File: config.mk
export PLATFORM = sky130hd
export DESIGN_NAME = display_link_host
export DESIGN_NICKNAME = d
export VERILOG_FILES = /design/src/rtl/display_link_host.sv
export SDC_FILE = /design/constraint.sdc
export NUM_CORES = 1
export LEC_CHECK = 0
export ABC_CLOCK_PERIOD_IN_PS = 2820
export BUFFER_PORTS_ARGS = -buffer_cell sky130_fd_sc_hd__buf_4
export CORE_UTILIZATION = 56
export CTS_CLUSTER_SIZE = 28
export DETAILED_ROUTE_END_ITERATION = 10
export PLACE_DENSITY = 0.8
export SLEW_MARGIN = 20
export SYNTH_ARGS = -nofsm -noshare
export SYNTH_HDL_FRONTEND = slang
export SYNTH_SLANG_ARGS = --single-unit
File: constraint.sdc
create_clock -name c125 -period 2.82 [get_ports c125]
set_clock_uncertainty 0.2 [all_clocks]
set_input_delay 0.282 -clock c125 [delete_from_list [all_inputs] [get_ports c125]]
set_output_delay 0.282 -clock c125 [all_outputs]
set_load 0.05 [all_outputs]
File: src/rtl/display_link_host.sv
// -----------------------------------------------------------------------------
// display_link_host
//
// Host end of the two-wire serial register link to the remote display board.
// A register command from the local bus is framed and shifted out on sdo, MSB
// first. c125 is forwarded unchanged on clock_target. For reads, the reply is
// deserialized from sdi and handed back on the rsp_* outputs.
//
// Command frame on sdo (2+ADDR_W+DATA_W bits, MSB first):
//   start(0) | write flag | addr | data (all zeros for reads)
// Reply frame on sdi: start(0) followed by DATA_W data bits, MSB first.
//
// Handshake: a command transfers on a rising edge where cmd_valid and
// cmd_ready are both high. cmd_ready is high only while the link is idle.
// A cmd_valid raised while busy is not queued; it is taken only once
// cmd_ready returns, and only if the requester still holds it. rsp_valid is a
// one-cycle pulse with no back-pressure. rsp_rdata and rsp_timeout keep their
// values until the next pulse.
//
// Ports:
//   c125          in   sole clock, rising edge
//   reset         in   asynchronous, active-low reset
//   clock_target  out  forwarded copy of c125 (never gated)
//   sdo           out  serial command stream, idle high
//   sdi           in   serial reply stream, idle high
//   cmd_valid     in   command request
//   cmd_ready     out  link idle, command can be accepted
//   cmd_write     in   1 = write, 0 = read
//   cmd_addr      in   register address
//   cmd_wdata     in   write data (ignored for reads)
//   rsp_valid     out  read completed or abandoned (one cycle)
//   rsp_rdata     out  read data (0 on timeout)
//   rsp_timeout   out  1 = no reply arrived before TIMEOUT
//   dbg_state     out  current FSM state encoding
// -----------------------------------------------------------------------------
module display_link_host #(
    parameter int ADDR_W  = 8,
    parameter int DATA_W  = 32,
    parameter int TIMEOUT = 255,
    parameter int GAP     = 2
) (
    input  logic              c125,
    input  logic              reset,
    output logic              clock_target,
    output logic              sdo,
    input  logic              sdi,
    input  logic              cmd_valid,
    output logic              cmd_ready,
    input  logic              cmd_write,
    input  logic [ADDR_W-1:0] cmd_addr,
    input  logic [DATA_W-1:0] cmd_wdata,
    output logic              rsp_valid,
    output logic [DATA_W-1:0] rsp_rdata,
    output logic              rsp_timeout,
    output logic [2:0]        dbg_state
);

    localparam int FRAME_W = 2 + ADDR_W + DATA_W;
    localparam int CNT_MAX = (FRAME_W > TIMEOUT) ? FRAME_W : TIMEOUT;
    localparam int CNT_W   = $clog2(CNT_MAX + 1);

    typedef enum logic [2:0] {
        ST_IDLE = 3'd0,
        ST_SEND = 3'd1,
        ST_WAIT = 3'd2,
        ST_RECV = 3'd3,
        ST_GAP  = 3'd4
    } state_t;

    state_t             state_q;
    state_t             state_d;
    logic [CNT_W-1:0]   cnt_q;
    logic [CNT_W-1:0]   cnt_d;
    logic               wr_q;
    logic               sdi_q;
    // Frame without its start bit; the start bit is driven directly on accept.
    logic [FRAME_W-2:0] tx_sh;
    // Holds the DATA_W-1 most recent reply bits; the last bit comes from sdi_q.
    logic [DATA_W-2:0]  rx_sh;
    logic [DATA_W-1:0]  rx_word;
    logic [FRAME_W-1:0] frame_in;

    logic               send_last;
    logic               wait_last;
    logic               recv_last;
    logic               gap_last;

    logic               accept;
    logic               sdo_d;
    logic               rsp_valid_d;
    logic               rsp_to_d;
    logic [DATA_W-1:0]  rsp_rdata_d;

    // The clock goes straight through so the board sees the same edges as this
    // logic, including while reset is asserted.
    assign clock_target = c125;

    assign frame_in = {1'b0, cmd_write, cmd_addr,
                       cmd_write ? cmd_wdata : {DATA_W{1'b0}}};
    assign rx_word  = {rx_sh, sdi_q};

    // Every state counts its own cycles from zero.
    assign send_last = (cnt_q == CNT_W'(FRAME_W - 1));
    assign wait_last = (cnt_q == CNT_W'(TIMEOUT - 1));
    assign recv_last = (cnt_q == CNT_W'(DATA_W - 1));
    assign gap_last  = (cnt_q == CNT_W'(GAP - 1));

    // -------------------------------------------------------------------------
    // State register
    // -------------------------------------------------------------------------
    always_ff @(posedge c125 or negedge reset) begin
        if (!reset) begin
            state_q <= ST_IDLE;
            cnt_q   <= '0;
        end else begin
            state_q <= state_d;
            cnt_q   <= cnt_d;
        end
    end

    // -------------------------------------------------------------------------
    // Next-state logic
    // -------------------------------------------------------------------------
    always_comb begin
        state_d = state_q;
        case (state_q)
            ST_IDLE: if (cmd_valid) state_d = ST_SEND;
            ST_SEND: if (send_last) state_d = wr_q ? ST_GAP : ST_WAIT;
            // A reply start bit takes priority over a timeout on the same edge.
            ST_WAIT: begin
                if (!sdi_q)         state_d = ST_RECV;
                else if (wait_last) state_d = ST_GAP;
            end
            ST_RECV: if (recv_last) state_d = ST_GAP;
            ST_GAP:  if (gap_last)  state_d = ST_IDLE;
            default: state_d = ST_IDLE;
        endcase

        // The counter restarts on every state change and rests at zero in IDLE.
        if ((state_d != state_q) || (state_q == ST_IDLE)) begin
            cnt_d = '0;
        end else begin
            cnt_d = cnt_q + CNT_W'(1);
        end
    end

    // -------------------------------------------------------------------------
    // Output logic
    // -------------------------------------------------------------------------
    always_comb begin
        cmd_ready   = (state_q == ST_IDLE);
        dbg_state   = state_q;
        accept      = 1'b0;
        sdo_d       = 1'b1;
        rsp_valid_d = 1'b0;
        rsp_to_d    = 1'b0;
        rsp_rdata_d = '0;
        case (state_q)
            ST_IDLE: begin
                accept = cmd_valid;
                // The start bit goes out in the first cycle after acceptance.
                if (cmd_valid) sdo_d = 1'b0;
            end
            ST_SEND: begin
                if (!send_last) sdo_d = tx_sh[FRAME_W-2];
            end
            ST_WAIT: begin
                if (sdi_q && wait_last) begin
                    rsp_valid_d = 1'b1;
                    rsp_to_d    = 1'b1;
                end
            end
            ST_RECV: begin
                if (recv_last) begin
                    rsp_valid_d = 1'b1;
                    rsp_rdata_d = rx_word;
                end
            end
            default: begin
                sdo_d = 1'b1;
            end
        endcase
    end

    // -------------------------------------------------------------------------
    // Datapath registers
    // -------------------------------------------------------------------------
    always_ff @(posedge c125 or negedge reset) begin
        if (!reset) begin
            sdo         <= 1'b1;
            sdi_q       <= 1'b1;
            wr_q        <= 1'b0;
            tx_sh       <= '0;
            rx_sh       <= '0;
            rsp_valid   <= 1'b0;
            rsp_rdata   <= '0;
            rsp_timeout <= 1'b0;
        end else begin
            sdo       <= sdo_d;
            sdi_q     <= sdi;
            rsp_valid <= rsp_valid_d;

            if (accept) begin
                wr_q  <= cmd_write;
                tx_sh <= frame_in[FRAME_W-2:0];
            end else if (state_q == ST_SEND) begin
                tx_sh <= {tx_sh[FRAME_W-3:0], 1'b0};
            end

            // Exactly DATA_W shifts happen per reply, so stale bits never leak.
            if (state_q == ST_RECV) begin
                rx_sh <= rx_word[DATA_W-2:0];
            end

            if (rsp_valid_d) begin
                rsp_rdata   <= rsp_rdata_d;
                rsp_timeout <= rsp_to_d;
            end
        end
    end

endmodule

==> flow_summary.yaml, run 1 <==
critical_path:
  path_cells: "nor3_2 -> nand2_4 -> buf_12 -> a21oi_1 -> dlygate4sd3_1 -> a31oi_1"
  crit_required_ns: 3.11
  crit_type: "flip-flop to flip-flop"
  crit_fanout: 34
  critPathMaxStageDelay_ns: 0.61
  start_kind: "flip-flop"
  crit_arrival_ns: 2.87
  cp-end-kind: "flip-flop"
  slowest_stage: "dlygate4sd3_1"
  reg2reg_depth: 6
pwr:
  vdd_drop_max_v: 0.000661
  switching_share: 0.347
  power_leakage_nw: 3.53
  power.density_mw_per_mm2: 872
  p_int_mw: 4.04
  p_seq_frac: 0.377
  p_switching_mw: 2.14
  combPwrFrac: 0.274
  clkPwrFrac: 0.349
status:
  violations: "negative hold slack"
  status: "finished with violations"
sta:
  max_slew_margin: 0.620
  timing_hold_violations_final: 1
  period_share: 0.918
  worst_slew_pin_slew_ns: 0.570
  fmax_mhz: 386
  fin_crit_ns: 2.59
  whs_ns: -0.00922
  drv_slew: 0
  tns_ns: 0
  rsz0062_at_grt: "no"
  setup_viol: 0
yosys:
  seq_area_frac_synth: 0.597
  synth-edff-count: 0
  yosysWarnings: 0
  synth_simple_gate_area_frac: 0.114
  synth_compound_area_frac: 0.160
  synth-adder-area-share: 0.00746
  syn_inst: 444
  synth_area_mm2: 0.00503
  ys_seq_elements: 120
  avgSynthCellArea_um2: 11.3
  synth_top_family_by_area: "compound AO/OA/AOI/OAI gates"
  async_flop_share: 1.00
  synthMuxAreaShare: 0.0694
  synth_xor_area_frac: 0.0104
  ys_types: 42
  synth.net_count: 492
  ys.flop_type: "dfrtp_1"
floorplan:
  initial_core_util: 0.577
  coreArea_mm2: 0.00872
  die_h_um: 96.8
  rows: 34
  die_x_um: 96.8
  die_area_mm2: 0.00937
  ioPinCount: 85
final_layout:
  area.growth.synth_to_final_pct: 40.9
  drive_above_1_share: 0.281
  post-route-util: 0.813
  fill_cells: 437
  nNetsFinal: 648
  n_antenna_cell: 0
  final_area_mm2: 0.00709
detailed_routing:
  via_count: 4275
  first_pass_iters: 7
  drc: 0
  postRouteAntennaNets: 0
  wl_per_cell_um: 18.9
  viasPerCell: 5.93
  wl_mm: 13.6
  dr.first_iter.drc_count: 218
placed_design:
  port_buffers: 84
  post-dp-hpwl_mm: 6.67
  gp_congestion: 0.832
  place_area_mm2: 0.00571
hold_path:
  min_path_cells: 3
  worst_hold_path_type: "input pin to flip-flop"
clock_tree:
  clk_latency_ns: 0.62
  cts_tree: "yes"
  postCtsSetupBuffers: 0
  path_clk_slew_ns: 0.06
global_route:
  grt_max_degree: 90
  grt_usage: 0.311
  grt_overflow: 0
  grt_pass1_vias: 4484
  antenna_found_initial: 0
  grt_pass1_wl_mm: 22.5
flow_run:
  maxCapViolCount: 0
## cell families (layout without fill, tap and decap cells)
kind of cell    Yosys count  count (layout)
compound gates          117             117
mux                      31              31
fa+ha+maj                 3               3
buf+inv                  42             211
simple gates            125             125
xor+xnor                  6               6
flops                   120             120
## cell type report
type                       instances  area, µm²  area share
timing repair buffer             168       1490       0.210
multi-input combinational        282       1840       0.259
clock inverter                    14        128      0.0180
clock buffer                      22        467      0.0659
inverter                           7       26.3     0.00371
tap                              108        135      0.0191
sequential                       120       3010       0.424
## synth_stat cells (4+ instances only)
cell,n,area share
nand2_1,83,0.062
mux2_2,31,0.069
inv_1,6,0.0045
a31oi_1,32,0.040
buf_2,6,0.0060
buf_6,4,0.0090
dfrtp_1,118,0.59
nor3_1,10,0.0099
clkbuf_1,21,0.016
o21ai_0,4,0.0040
nor2_1,10,0.0075
a22oi_1,8,0.012
nand3_1,4,0.0040
a22o_1,32,0.056
a21oi_1,34,0.034
## sequential cells by signal, indices dropped and copies added, names as in the netlist
signal,count
rx_sh,31
sdi_q,1
cnt_q,8
wr_q,1
rsp_valid,1
dbg_state,3
sdo,1
rsp_rdata,32
tx_sh,41
rsp_timeout,1
## per-layer routing
metal	track usage	share of wire	vias to the layer above	wire, µm
met3	0.0679	0.053	55	717
li1	-	-	1898	-
met4	0.178	0.041	0	556
met1	0.361	0.38	2112	5190
met2	0.530	0.53	210	7180
met5	0	0	-	0
## power by group through the flow
stage / Combinational, mW / Sequential (mW) / Clock [mW]
CTS: 1.57 / 2.28 / 2.17
finish: 1.69 / 2.33 / 2.16
global placement: 1.32 / 2.29 / 0.0765
detailed placement: 1.37 / 2.31 / 0.0765
floorplan: 1.00 / 2.30 / 0.0765
global route: 1.85 / 2.36 / 2.26
## placed cells by master, fill, tap and decap left out, drive strengths merged, types with 2 or more instances in the layout
master / instances
xor2: 3
nor3: 11
xnor2: 3
or3: 2
o21ai: 4
nor3b: 2
dfrtp: 118
a21oi: 34
a31oi: 32
buf: 93
nand4: 3
a211o: 2
nor2b: 2
nand3: 4
dlygate4sd3: 76
clkbuf: 21
o211ai: 2
a22o: 32
inv: 8
mux2: 31
ha: 3
a22oi: 8
clkinv: 11
nor2: 11
dfstp: 2
nand2: 83
## path summary, 6_finish.rpt
check	slack (ns)	endpoint	startpoint
min	-0.009	dbg_state[0]$_DFF_PN0_	cmd_valid
max	0.23	tx_sh[29]$_DFFE_PN0P_	dbg_state[1]$_DFF_PN0_
min in group asynchronous	0.50	rsp_rdata[8]$_DFFE_PN0P_	reset
min reg2reg	0.28	tx_sh[37]$_DFFE_PN0P_	tx_sh[37]$_DFFE_PN0P_
max reg2reg	0.23	tx_sh[29]$_DFFE_PN0P_	dbg_state[1]$_DFF_PN0_
max in group asynchronous	1.43	sdi_q$_DFF_PN1_	reset
## stage by stage
| stage | worst slack, ns | cells | total power [mW] |
|---|---|---|---|
| floorplan | 0.246 | 444 | 3.38 |
| global placement | 0.716 | 609 | 3.69 |
| detailed placement | 0.622 | 609 | 3.76 |
| CTS | 0.252 | 721 | 6.02 |
| global route | 0.121 | 721 | 6.46 |
| finish | 0.232 | 721 | 6.18 |
## worst max-delay path: cells and delay by family, from the launching register on
family                 cells  cell delay (ns)
buffers and inverters      2             0.86
AOI/OAI and AO/OA          2             0.21
and+or+nand+nor            2             0.64
DFF                        1             0.52
## timing repair
action,CTS,global route
hold buffers,77,0
hold endpoints to repair,161,0
endpoints found under the setup margin,0,7
gates resized for setup,0,1
Note: power is estimated with default switching activity, not from simulation.
==> run 2, diff against run 1 <==
--- a/config.mk
+++ b/config.mk
@@ -10,6 +10,8 @@
 export CORE_UTILIZATION = 56
 export CTS_CLUSTER_SIZE = 28
 export DETAILED_ROUTE_END_ITERATION = 10
+export GPL_TIMING_DRIVEN = 0
+export HOLD_SLACK_MARGIN = 0.1
 export PLACE_DENSITY = 0.8
 export SLEW_MARGIN = 20
 export SYNTH_ARGS = -nofsm -noshare
==> run 2 against run 1 <==
- critical path type unchanged
- first-iteration DRC count up 20%
- setup slack improved by 0.012 ns
- combinational power down 5%
- fmax up 0.46%
- the run now ends clean
- clock-buffer cell count grew 1
- clock power grew 3%
- total power decreased by 1.0%
- non-clock buffer count grew 2
- via count is 2.4% lower
- design area down 1.7%
- die area is the same
==> flow_summary.yaml, run 2 (same netlist as run 1, synthesis figures left out) <==
final_layout:
  mostFrequentLayoutCells: "dfrtp_1, buf_4, nand2_1"
  largest_register_ffs: 41
  fill_cells: 502
  final_common_cell: "dfrtp_1"
  area.growth.synth_to_final_pct: 38.4
  nNetsFinal: 650
  drive_above_1_share: 0.286
  n_antenna_cell: 0
  final_area_mm2: 0.00697
  top_regs: "tx_sh x41, rsp_rdata x32, rx_sh x31"
  largest-register: "tx_sh"
critical_path:
  critPathTopFamily: "buffers and inverters"
  crit_arrival_ns: 2.93
  path_cells: "buf_2 -> nor3b_1 -> buf_2 -> buf_1 -> a22oi_1 -> dlygate4sd3_1 -> nand2_1"
  cp-end-kind: "flip-flop"
  slowest_stage: "dlygate4sd3_1"
  r2r-start: "dbg_state[0]$_DFF_PN0_"
  critPathMaxStageDelay_ns: 0.62
  crit_path_start: "dbg_state[0]$_DFF_PN0_"
  crit_required_ns: 3.18
  start_kind: "flip-flop"
  path_buf_inv: 4
  cpMostUsedCell: "buf_2"
  crit_type: "flip-flop to flip-flop"
  crit_fanout: 10
detailed_routing:
  wl_per_cell_um: 16.8
  wl_mm: 12.1
  first_pass_iters: 5
  dr.first_iter.drc_count: 262
  drc: 0
  via_count: 4171
  postRouteAntennaNets: 0
  viasPerCell: 5.77
clock_tree:
  clk_latency_ns: 0.62
  path_clk_slew_ns: 0.06
  cts_tree: "yes"
sta:
  tns_ns: 0
  rsz0062_at_grt: "no"
  max_slew_margin: 0.537
  setup_ws_ns: 0.244
  whs_ns: 0.129
  period_share: 0.913
  fin_crit_ns: 2.58
  timing_hold_violations_final: 0
  worst_slew_pin_slew_ns: 0.693
  drv_slew: 0
  fmax_mhz: 388
  setup_viol: 0
flow_run:
  maxCapViolCount: 0
floorplan:
  rows: 34
  die_h_um: 96.8
  coreArea_mm2: 0.00872
  die_area_mm2: 0.00937
  initial_core_util: 0.577
  die_x_um: 96.8
  ioPinCount: 85
placed_design:
  port_buffers: 83
  place_area_mm2: 0.00583
  pre_cts_slack_ns: 0.605
  gp_congestion: 0.832
  post-dp-hpwl_mm: 6.96
pwr:
  power.density_mw_per_mm2: 878
  power_leakage_nw: 3.41
  vdd_drop_max_v: 0.000660
global_route:
  grt_max_degree: 68
  grt_pass1_wl_mm: 20.6
  grt_overflow: 0
  grt_pass1_vias: 4263
  antenna_found_initial: 0
  grt_usage: 0.278
hold_path:
  worst_hold_path_type: "input pin to flip-flop"
  hold_start: "sdi"
status:
  status: "completed"
[run 2: worst paths after layout]
| check | to | slack (ns) | cells past startpoint |
|---|---|---|---|
| max reg2reg | tx_sh[32]$_DFFE_PN0P_ | 0.24 | 7 |
| max | tx_sh[32]$_DFFE_PN0P_ | 0.24 | 7 |
| min | sdi_q$_DFF_PN1_ | 0.13 | 2 |
| min reg2reg | tx_sh[36]$_DFFE_PN0P_ | 0.28 | 2 |
| max in group asynchronous | sdi_q$_DFF_PN1_ | 1.48 | 4 |
| min in group asynchronous | sdo$_DFF_PN1_ | 0.57 | 3 |
[run 2: layout make-up]
cell class / count / area [µm²] / area share
buffer: 35 / 180 / 0.0259
clock buffer: 23 / 490 / 0.0704
clock inverter: 13 / 119 / 0.0171
inverter: 7 / 26.3 / 0.00377
multi-input combinational: 282 / 1820 / 0.262
sequential: 120 / 3010 / 0.431
tap: 108 / 135 / 0.0194
timing repair buffer: 135 / 1180 / 0.170
[run 2: layer usage]
layer | global-route usage | vias up | routed length [µm] | part of all wire
li1 | - | 1910 | - | -
met1 | 0.353 | 2038 | 5140 | 0.42
met2 | 0.459 | 181 | 6070 | 0.50
met3 | 0.0607 | 42 | 616 | 0.051
met4 | 0.126 | 0 | 320 | 0.026
met5 | 0 | - | 0 | 0
[run 2: power by group]
part	switching [mW]	total (mW)	internal [mW]
clock	0.885	2.23	1.35
sequential	0.206	2.28	2.08
combinational	0.971	1.60	0.630
total	2.06	6.12	4.05
[run 2: per-stage QoR]
step | util | cells | total power, mW
final | 0.799 | 723 | 6.12
after global routing | 0.799 | 723 | 6.42
after CTS | 0.799 | 723 | 6.09
after detailed placement | 0.668 | 636 | 3.81
after global placement | 0.664 | 635 | 3.73
after floorplan | - | 444 | 3.38
[run 2: worst reg2reg max path: stages (launching register included)]
cell and delay, ns:
dfrtp_1 0.36, buf_2 0.22, nor3b_1 0.20, buf_2 0.25
buf_1 0.41, a22oi_1 0.18, dlygate4sd3_1 0.62, nand2_1 0.07
[run 2: timing repair]
| item | 4_1_cts | 5_1_grt |
|---|---|---|
| hold buffers | 52 | 0 |
| resized for setup | 0 | 0 |
| hold endpoints to repair | 160 | 0 |
| setup buffers | 0 | 0 |
| setup endpoints to repair | 0 | 0 |
